<file path="src/rtl/alu_pkg.sv">
// Shared ALU definitions: sequencer state encoding and slice width.
package alu_pkg;

  localparam int unsigned NIBBLE_W = 4;

  typedef enum logic [1:0] {
    ST_IDLE = 2'd0,
    ST_RUN  = 2'd1,
    ST_DONE = 2'd2
  } state_e;

endpackage : alu_pkg

</file>
<file path="src/rtl/nibble_csel_slice.sv">
// Combinational 4-bit carry-select adder slice.
// Two ripple chains are evaluated in parallel, one assuming a carry-in of 0 and one
// assuming 1. The real carry-in then picks the matching sum and carry-out.
// Ports:
//   sum  [3:0] out  slice sum
//   cout       out  slice carry-out
//   cin        in   slice carry-in
//   a, b [3:0] in   slice operands
module nibble_csel_slice
  import alu_pkg::*;
(
  output logic [NIBBLE_W-1:0] sum,
  output logic                cout,
  input  logic                cin,
  input  logic [NIBBLE_W-1:0] a,
  input  logic [NIBBLE_W-1:0] b
);

  logic [NIBBLE_W:0]   c0;
  logic [NIBBLE_W:0]   c1;
  logic [NIBBLE_W-1:0] s0;
  logic [NIBBLE_W-1:0] s1;

  // Speculative ripple chains, one for each possible carry-in value.
  always_comb begin
    c0    = '0;
    c1    = '0;
    s0    = '0;
    s1    = '0;
    c0[0] = 1'b0;
    c1[0] = 1'b1;
    for (int i = 0; i < int'(NIBBLE_W); i++) begin
      s0[i]   = a[i] ^ b[i] ^ c0[i];
      c0[i+1] = (a[i] & b[i]) | (c0[i] & (a[i] ^ b[i]));
      s1[i]   = a[i] ^ b[i] ^ c1[i];
      c1[i+1] = (a[i] & b[i]) | (c1[i] & (a[i] ^ b[i]));
    end
  end

  // Carry-in selects the precomputed result.
  always_comb begin
    sum  = cin ? s1 : s0;
    cout = cin ? c1[NIBBLE_W] : c0[NIBBLE_W];
  end

endmodule : nibble_csel_slice

</file>
<file path="src/rtl/nibble_serial_adder_ctrl.sv">
// Multi-cycle WIDTH-bit add/subtract sequencer built around one 4-bit carry-select slice.
// One nibble is processed per clock, LSB nibble first, with the carry registered between
// nibbles. Start/done handshake toward the CPU control unit.
// Ports:
//   clk, reset      clock and synchronous active-high reset
//   start           operation request, sampled only when idle
//   sub             0: a+b+cin, 1: a-b (cin ignored)
//   cin             carry-in for add
//   a, b [WIDTH]    operands, sampled with an accepted start
//   busy            high while running or signalling done
//   done            one-cycle pulse, result valid
//   sum  [WIDTH]    result, held until the next accepted start
//   cout            carry out of MSB nibble (sub: 1 = no borrow)
//   overflow        signed overflow of the operation
module nibble_serial_adder_ctrl
  import alu_pkg::*;
#(
  parameter int unsigned WIDTH = 16
) (
  input  logic             clk,
  input  logic             reset,
  input  logic             start,
  input  logic             sub,
  input  logic             cin,
  input  logic [WIDTH-1:0] a,
  input  logic [WIDTH-1:0] b,
  output logic             busy,
  output logic             done,
  output logic [WIDTH-1:0] sum,
  output logic             cout,
  output logic             overflow
);

  localparam int unsigned NIBBLES = WIDTH / NIBBLE_W;
  localparam int unsigned IDX_W   = (NIBBLES > 1) ? $clog2(NIBBLES) : 1;
  localparam int unsigned LAST    = NIBBLES - 1;

  state_e             state_q, state_d;
  logic [IDX_W-1:0]   idx_q, idx_d;
  logic [WIDTH-1:0]   opa_q, opa_d;
  logic [WIDTH-1:0]   opb_q, opb_d;
  logic               carry_q, carry_d;
  logic [WIDTH-1:0]   sum_q, sum_d;
  logic               cout_q, cout_d;
  logic               ovf_q, ovf_d;
  logic               busy_q, busy_d;
  logic               done_q, done_d;

  logic [NIBBLE_W-1:0] slice_a_c;
  logic [NIBBLE_W-1:0] slice_b_c;
  logic [NIBBLE_W-1:0] slice_sum_c;
  logic                slice_cout_c;
  logic                last_nib_c;

  // Current nibble of each operand feeds the shared slice.
  always_comb begin
    slice_a_c  = opa_q[NIBBLE_W*idx_q +: NIBBLE_W];
    slice_b_c  = opb_q[NIBBLE_W*idx_q +: NIBBLE_W];
    last_nib_c = (idx_q == IDX_W'(LAST));
  end

  nibble_csel_slice u_slice (
    .sum  (slice_sum_c),
    .cout (slice_cout_c),
    .cin  (carry_q),
    .a    (slice_a_c),
    .b    (slice_b_c)
  );

  // Next-state and datapath updates.
  always_comb begin
    state_d = state_q;
    idx_d   = idx_q;
    opa_d   = opa_q;
    opb_d   = opb_q;
    carry_d = carry_q;
    sum_d   = sum_q;
    cout_d  = cout_q;
    ovf_d   = ovf_q;

    case (state_q)
      ST_IDLE: begin
        if (start) begin
          state_d = ST_RUN;
          // Subtract is a + ~b + 1, so the inversion and forced carry happen at capture.
          opa_d   = a;
          opb_d   = sub ? ~b : b;
          carry_d = sub ? 1'b1 : cin;
          idx_d   = '0;
          sum_d   = '0;
          cout_d  = 1'b0;
          ovf_d   = 1'b0;
        end
      end
      ST_RUN: begin
        sum_d[NIBBLE_W*idx_q +: NIBBLE_W] = slice_sum_c;
        carry_d = slice_cout_c;
        idx_d   = idx_q + IDX_W'(1);
        if (last_nib_c) begin
          state_d = ST_DONE;
          cout_d  = slice_cout_c;
          // Same-sign operands producing a result of the other sign.
          ovf_d   = (opa_q[WIDTH-1] == opb_q[WIDTH-1]) &&
                    (slice_sum_c[NIBBLE_W-1] != opa_q[WIDTH-1]);
        end
      end
      ST_DONE: begin
        state_d = ST_IDLE;
      end
      default: begin
        state_d = ST_IDLE;
      end
    endcase

    // Handshake flags follow the next state so they line up with it in time.
    busy_d = (state_d != ST_IDLE);
    done_d = (state_d == ST_DONE);
  end

  // State and result registers.
  always_ff @(posedge clk) begin
    if (reset) begin
      state_q <= ST_IDLE;
      idx_q   <= '0;
      opa_q   <= '0;
      opb_q   <= '0;
      carry_q <= 1'b0;
      sum_q   <= '0;
      cout_q  <= 1'b0;
      ovf_q   <= 1'b0;
      busy_q  <= 1'b0;
      done_q  <= 1'b0;
    end else begin
      state_q <= state_d;
      idx_q   <= idx_d;
      opa_q   <= opa_d;
      opb_q   <= opb_d;
      carry_q <= carry_d;
      sum_q   <= sum_d;
      cout_q  <= cout_d;
      ovf_q   <= ovf_d;
      busy_q  <= busy_d;
      done_q  <= done_d;
    end
  end

  assign busy     = busy_q;
  assign done     = done_q;
  assign sum      = sum_q;
  assign cout     = cout_q;
  assign overflow = ovf_q;

endmodule : nibble_serial_adder_ctrl
</file>
<file path="config.mk">
export PLATFORM = sky130hd
export DESIGN_NAME = nibble_serial_adder_ctrl
export DESIGN_NICKNAME = d
export VERILOG_FILES = /design/src/rtl/alu_pkg.sv /design/src/rtl/nibble_csel_slice.sv /design/src/rtl/nibble_serial_adder_ctrl.sv
export SDC_FILE = /design/constraint.sdc
export NUM_CORES = 1
export LEC_CHECK = 0
export BUFFER_PORTS_ARGS = -buffer_cell sky130_fd_sc_hd__buf_4
export CORE_ASPECT_RATIO = 2
export CORE_MARGIN = 3
export CORE_UTILIZATION = 50
export CTS_CLUSTER_DIAMETER = 80
export DETAILED_ROUTE_END_ITERATION = 7
export PLACE_DENSITY_LB_ADDON = 0.3
export SKIP_CTS_REPAIR_TIMING = 1
export SLEW_MARGIN = 20
export SYNTH_ARGS = -nofsm -noshare
export SYNTH_HDL_FRONTEND = slang
export SYNTH_SLANG_ARGS = --single-unit
export TNS_END_PERCENT = 50
</file>
<file path="constraint.sdc">
create_clock -name clk -period 5.3 [get_ports clk]
set_clock_uncertainty 0.15 [all_clocks]
set_input_delay 1.06 -clock clk [delete_from_list [all_inputs] [get_ports clk]]
set_output_delay 1.06 -clock clk [all_outputs]
set_load 0.03 [all_outputs]
</file>
Word-level counts from Yosys, hierarchy flattened
Index checks and enable logic that the tools add are counted.
{ "word_totals": {"reg_bits": 57, "latchBits": 0, "mem_bits_rw": 0, "mem_bits_ro": 0, "inputBits": 37, "out_inout_bits": 20, "word_cells": 78, "n_memories": 0} }
{ "classes": {"addsub": 2, "multipliers": 0, "div": 0, "order_cmp": 0, "eq_ne": 7, "n_shift": 4, "n_mux": 19, "n_bitwise": 29, "reduce_logical": 7} }
{ "op_table": {"columns": ["op", "n"], "rows": [
  ["negation 4 -> 34 bit", 1],
  ["variable shift 4 x 34 -> 16 bit, first input constant", 1],
  ["variable part select 4 x 34 -> 16 bit", 1],
  ["two-way mux 16 bit", 2],
  ["case mux 16 bit (2 select lines)", 1],
  ["variable part select 16 x 5 -> 4 bit", 2],
  ["bitwise mux 16 bit", 1],
  ["inverter 16 bit", 1],
  ["bitwise AND 1 bit", 10],
  ["bitwise XOR 1 bit", 10],
  ["case mux 2 bit (2 select lines)", 2],
  ["bitwise OR 1 bit", 7],
  ["two-way mux 1 bit", 6],
  ["two-way mux 2 bit", 3],
  ["case mux 1 bit (2 select lines)", 3],
  ["equality test 2 bit, second input constant", 2],
  ["two-way mux 4 bit", 1],
  ["!= test 2 bit, second input constant", 2],
  ["AND reduction 2 bit", 2],
  ["nonzero test 2 bit", 2],
  ["AND reduction 3 bit", 1],
  ["adder 2 x 1 -> 2 bit, second input constant", 1],
  ["equality test 2 x 1 -> 1 bit, second input constant", 1],
  ["zero test 2 bit", 1],
  ["4 further kinds", 4]
]} }

Longest topological paths before layout
{ "logic_depth": {"word_depth": 13, "mapped_depth": 13, "ltp_nobuf": 12} }

Cells and area by module
A second synthesis with hierarchy kept.
{ "hier_totals": {"cells_unflattened": 275, "area_unflattened_um2": 2668.8} }
{ "by_module_without_submodules": {"columns": ["mod", "n_inst", "cells_per_inst", "area_per_inst_um2", "seq_area_each_um2"], "rows": [
  ["nibble_serial_adder_ctrl", 1, 256, 2524.9, 1141.1],
  ["nibble_csel_slice", 1, 19, 143.9, 0.0]
]} }

Worst setup path before layout
Ideal clock, no wire load.
{ "synth_timing": {"path_type": "register -> register", "start": "register idx_q[1]", "end": "register ovf_q, in the netlist overflow", "setup_time_ps": 117, "arrival_ps": 2860, "required_time_ps": 5033, "path_slack_ps": 2173, "stages_incl_launch_ff": 14, "path_buffers": 1, "synth_period_minus_slack_ps": 3127, "cell_sequence": "dfxtp_1 > buf_2 > mux4_2 > ha_1 > nand2_1 > o21ai_0 > fa_1 > inv_1 > fa_1 > inv_1 > fa_1 > nand2b_1 > o22ai_1 > a22o_1"} }
{ "synth_between": {"elab_chain_len": 13, "word_cells_on_any_way": 28, "classes_between": "eq/ne (3); shift (2); mux (3); bitwise (18); reduce/logical (2)"} }
{ "synth_rtl": {"columns": ["element", "line", "source"], "rows": [
  ["start: declaration", "nibble_serial_adder_ctrl.sv:39", "logic [IDX_W-1:0] idx_q, idx_d;"],
  ["start signal: assignment", "nibble_serial_adder_ctrl.sv:135", "idx_q <= idx_d;"],
  ["variable part select 16 x 5 -> 4 bit, on equally long branches", "nibble_serial_adder_ctrl.sv:57, nibble_serial_adder_ctrl.sv:58", null],
  ["bitwise AND 1 bit / bitwise XOR 1 bit (equally long branches)", null, null],
  ["bitwise OR 1 bit", "nibble_csel_slice.sv:36", "c1[i+1] = (a[i] & b[i]) | (c1[i] & (a[i] ^ b[i]));"],
  ["bitwise AND 1 bit", "nibble_csel_slice.sv:36", null],
  ["bitwise OR 1 bit", "nibble_csel_slice.sv:36", null],
  ["bitwise AND 1 bit", "nibble_csel_slice.sv:36", null],
  ["bitwise OR 1 bit", "nibble_csel_slice.sv:36", null],
  ["bitwise XOR 1 bit", "nibble_csel_slice.sv:35", "s1[i] = a[i] ^ b[i] ^ c1[i];"],
  ["two-way mux 4 bit", "nibble_csel_slice.sv:42", "sum = cin ? s1 : s0;"],
  ["!= test 1 bit", "nibble_serial_adder_ctrl.sv:104", "(slice_sum_c[NIBBLE_W-1] != opa_q[WIDTH-1]);"],
  ["logical AND 1 bit", "nibble_serial_adder_ctrl.sv:103", "ovf_d = (opa_q[WIDTH-1] == opb_q[WIDTH-1]) &&"],
  ["two-way mux 1 bit", "nibble_serial_adder_ctrl.sv:99", "if (last_nib_c) begin"],
  ["case mux 1 bit (2 select lines)", "nibble_serial_adder_ctrl.sv:81", "case (state_q)"],
  ["end signal: assignment", "nibble_serial_adder_ctrl.sv:141", "ovf_q <= ovf_d;"],
  ["end: declaration", "nibble_serial_adder_ctrl.sv:45", "logic ovf_q, ovf_d;"]
]} }
Parallel ways exist; a longest one is shown, timed or not. The select of a mux whose other input is x is not followed.
A chain may end at the register's enable or synchronous reset.

Worst setup path in the final report
{ "layout_timing": {"start": "register idx_q[0]", "end": "register ovf_q, in the netlist overflow"} }
The elaborated chain is that of the path after synthesis.

==> impl_metrics.ini <==
[status]
result_of_the_run = finished clean

[drt]
number_of_vias_per_cell_after_detailed_routing = 5.39
firstDrtPassIters = 4
first_iteration_detailed_routing_drc_count = 56
ant_nets = 0
post_drt_wl_per_cell_um = 14.8
route.detailed.drc = 0
routed_wl_um = 5510
detailroute.via_count = 2006

[sta]
tightestPinTransition_ns = 0.719
timing.slew.headroom_pct = 52.0
fin_tns_setup_ns = 0
setup_ws_ns = 1.67
clock.fmax_mhz = 275
final_period_minus_worst_setup_slack_ns = 3.63
final_hold_viol_count = 0
report.final.slew_viol_count = 0
grt_setup_unrepaired = false
finalCritPeriodShare_pct = 68.5
timing.final.setup_violations = 0
timing.hold.ws_ns = 0.305

[clock_network]
total_clock_buffers_created_by_cts = 9
tritoncts_clock_tree = done
cts_num_sinks = 57
insertion_delay_ns = 0.34
clock_tree.htree_level_count = 3
clk_pin_slew_worst_paths_ns = 0.07
clk_root_buffer_cell = sky130_fd_sc_hd__clkbuf_8
max-clock-path-buffers = 2

[synthesis]
synth-warning-count = 0
yosysSeqAreaShare_pct = 43.5
synthesis.nets = 307
post_synthesis_area_per_instance_um2 = 10.1
distinct_cells_synth = 39
syn_inst = 261
postSynthRegisterBits = 57
mappedNetlistArea_um2 = 2620

[placement]
gpl.final_weighted_congestion = 0.910
post-dp-hpwl_um = 4100
preCtsSetupSlack_ns = 1.69
io_buffers = 56

[critical_path]
crit_path_capture_type = flip-flop
timing.rr.end = overflow$_SDFFE_PP0P_
setup.worst_path.start_class = flip-flop
worstPathRequired_ns = 5.38
highest_fanout_seen_on_the_critical_path = 16
timing.critical_path.arrival_ns = 3.72
worst-r2r-setup-slack_ns = 1.67
r2r-start = idx_q[0]$_SDFFE_PP0P_
critPathKind = flip-flop to flip-flop
ff2ff_path_depth = 12

[finish]
drive_gt1_share_pct = 28.3
area_growth_syn_to_layout_pct = 23.0
layout.nets = 356
finish.utilization_pct = 65.1
fillCellCount = 433
n_antenna_cell = 0
final-seq-area_um2 = 1140
combined_area_of_the_multi_input_logic_cells_um2 = 1310

[floorplan]
design.portCount = 57
core_area_um2 = 4950
dieHeight_um = 108
initial_standard_cell_utilization_of_the_core_pct = 53.0
rows = 36
fp.dieW_um = 57.2
die_area_um2 = 6210

[min_path]
hp-class = flip-flop to flip-flop
holdCritStartpoint = opa_q[13]$_SDFFE_PP0P_
min_to = opa_q[13]$_SDFFE_PP0P_
whs_path_depth = 2

[power]
worst_vdd_ir_mv = 0.252
total_power_uw = 1060
static-leakage-power_uw = 0.00131
power.density_nw_per_um2 = 330

[global_routing]
grt_max_degree = 49
antenna_found_initial = 0
first_pass_grt_wire_length_um = 8630
grt_usage_pct = 18.6
via_count_of_the_first_global_routing_pass = 1967
grt_remaining_overflow = 0

[flow_run]
maxCapViolations = 0
-- placed cells by master, fill, tap and decap left out, drive strengths merged, types with 2 or more instances in the layout --
| master | synthesis | routed |
|---|---|---|
| a211oi | 16 | 16 |
| fa | 3 | 3 |
| o21ai | 2 | 2 |
| clkbuf | 4 | 10 |
| or3b | 2 | 2 |
| nor2 | 20 | 20 |
| buf | 15 | 57 |
| mux2 | 4 | 4 |
| a21oi | 21 | 21 |
| clkinvlp | 0 | 3 |
| xnor2 | 17 | 17 |
| nor3b | 2 | 2 |
| nand2 | 35 | 35 |
| inv | 13 | 13 |
| dfxtp | 57 | 57 |
| mux4 | 8 | 8 |
| bufinv | 0 | 2 |
| ha | 6 | 6 |
| a22o | 17 | 17 |
| nor4bb | 2 | 2 |
| and3 | 2 | 2 |
-- synth_stat cells (all sizes together) --
master / number / area [µm²]
a221oi: 1 / 8.76
nand2b: 1 / 6.26
inv: 13 / 48.8
a21oi: 21 / 109
and3b: 1 / 8.76
xnor2: 17 / 149
or4b: 1 / 10.0
o21bai: 1 / 7.51
nor4: 1 / 21.3
a211oi: 16 / 120
o22ai: 1 / 6.26
clkbuf: 4 / 18.8
nor3b: 2 / 20.0
and3: 2 / 12.5
ha: 6 / 75.1
dfxtp: 57 / 1140
or3b: 2 / 17.5
a21boi: 1 / 7.51
o21ai: 2 / 10.0
a32oi: 1 / 8.76
fa: 3 / 60.1
nor3: 1 / 5.00
nor2: 20 / 75.1
nor4bb: 2 / 20.0
nand3b: 1 / 7.51
and4bb: 1 / 12.5
mux2: 4 / 45.0
nand4: 1 / 6.26
a22o: 17 / 149
buf: 15 / 113
a31oi: 1 / 6.26
nand2: 35 / 131
mux4: 8 / 180
nor2b: 1 / 6.26
-- worst max-delay path, stage by stage, from the launching register on --
cell and delay [ns]:
sky130_fd_sc_hd__dfxtp_1 0.78, sky130_fd_sc_hd__mux4_2 0.61, sky130_fd_sc_hd__ha_1 0.19, sky130_fd_sc_hd__nand2_1 0.05
sky130_fd_sc_hd__o21ai_0 0.09, sky130_fd_sc_hd__fa_1 0.37, sky130_fd_sc_hd__inv_1 0.08, sky130_fd_sc_hd__fa_1 0.16
sky130_fd_sc_hd__inv_1 0.05, sky130_fd_sc_hd__fa_1 0.56, sky130_fd_sc_hd__nand2b_1 0.14, sky130_fd_sc_hd__o22ai_1 0.09
sky130_fd_sc_hd__a22o_1 0.21
-- final cells by class --
class | count | share of cell area, %
Multi-Input combinational cell | 172 | 40.6
Tap cell | 57 | 2.21
Timing Repair Buffer | 57 | 13.3
Inverter | 13 | 1.51
Sequential cell | 57 | 35.4
Clock inverter | 6 | 2.83
Clock buffer | 10 | 4.27
-- layer usage --
metal  GRT usage, %  wire [µm]
met4           10.1        137
met5              0          0
met1           17.6       2010
met3           4.42        245
met2           35.2       3130
-- state kept, by name (all words and copies together) (netlist names) --
register and count:
done 1, opa_q 16, sum 16, opb_q 16, idx_q 2, busy 1, cout 1, carry_q 1
overflow 1, state_q 2
-- cells by family after synthesis --
| kind of cell | count (synthesis) | share of synthesized area, % |
|---|---|---|
| simple gates | 72 | 13.7 |
| compound gates | 62 | 16.5 |
| flops | 57 | 43.5 |
| buf+inv | 32 | 6.87 |
| xor+xnor | 17 | 5.67 |
| mux | 12 | 8.58 |
| fa+ha+maj | 9 | 5.15 |
-- per-stage QoR --
stage	std cells	instance area, µm²
global placement	356	3000
CTS	372	3230
floorplan	261	2620
detailed placement	356	3000
finish	372	3230
global route	372	3230
-- report_power, final --
group	switching, µW	internal (µW)
Sequential	18.7	450
Clock	176	278
Combinational	73.3	68.9
-- how the worst max path moves through the flow --
stage,start,to,slack (ns),depth (start not counted)
CTS,idx_q[0]$_SDFFE_PP0P_,overflow$_SDFFE_PP0P_,1.64,12
detailed placement,idx_q[0]$_SDFFE_PP0P_,overflow$_SDFFE_PP0P_,1.69,12
floorplan,idx_q[1]$_SDFFE_PP0P_,overflow$_SDFFE_PP0P_,2.17,13
finish,idx_q[0]$_SDFFE_PP0P_,overflow$_SDFFE_PP0P_,1.67,12
global route,idx_q[0]$_SDFFE_PP0P_,overflow$_SDFFE_PP0P_,1.40,12
global placement,idx_q[0]$_SDFFE_PP0P_,overflow$_SDFFE_PP0P_,1.77,11
Power figures use the tool's default switching activity.
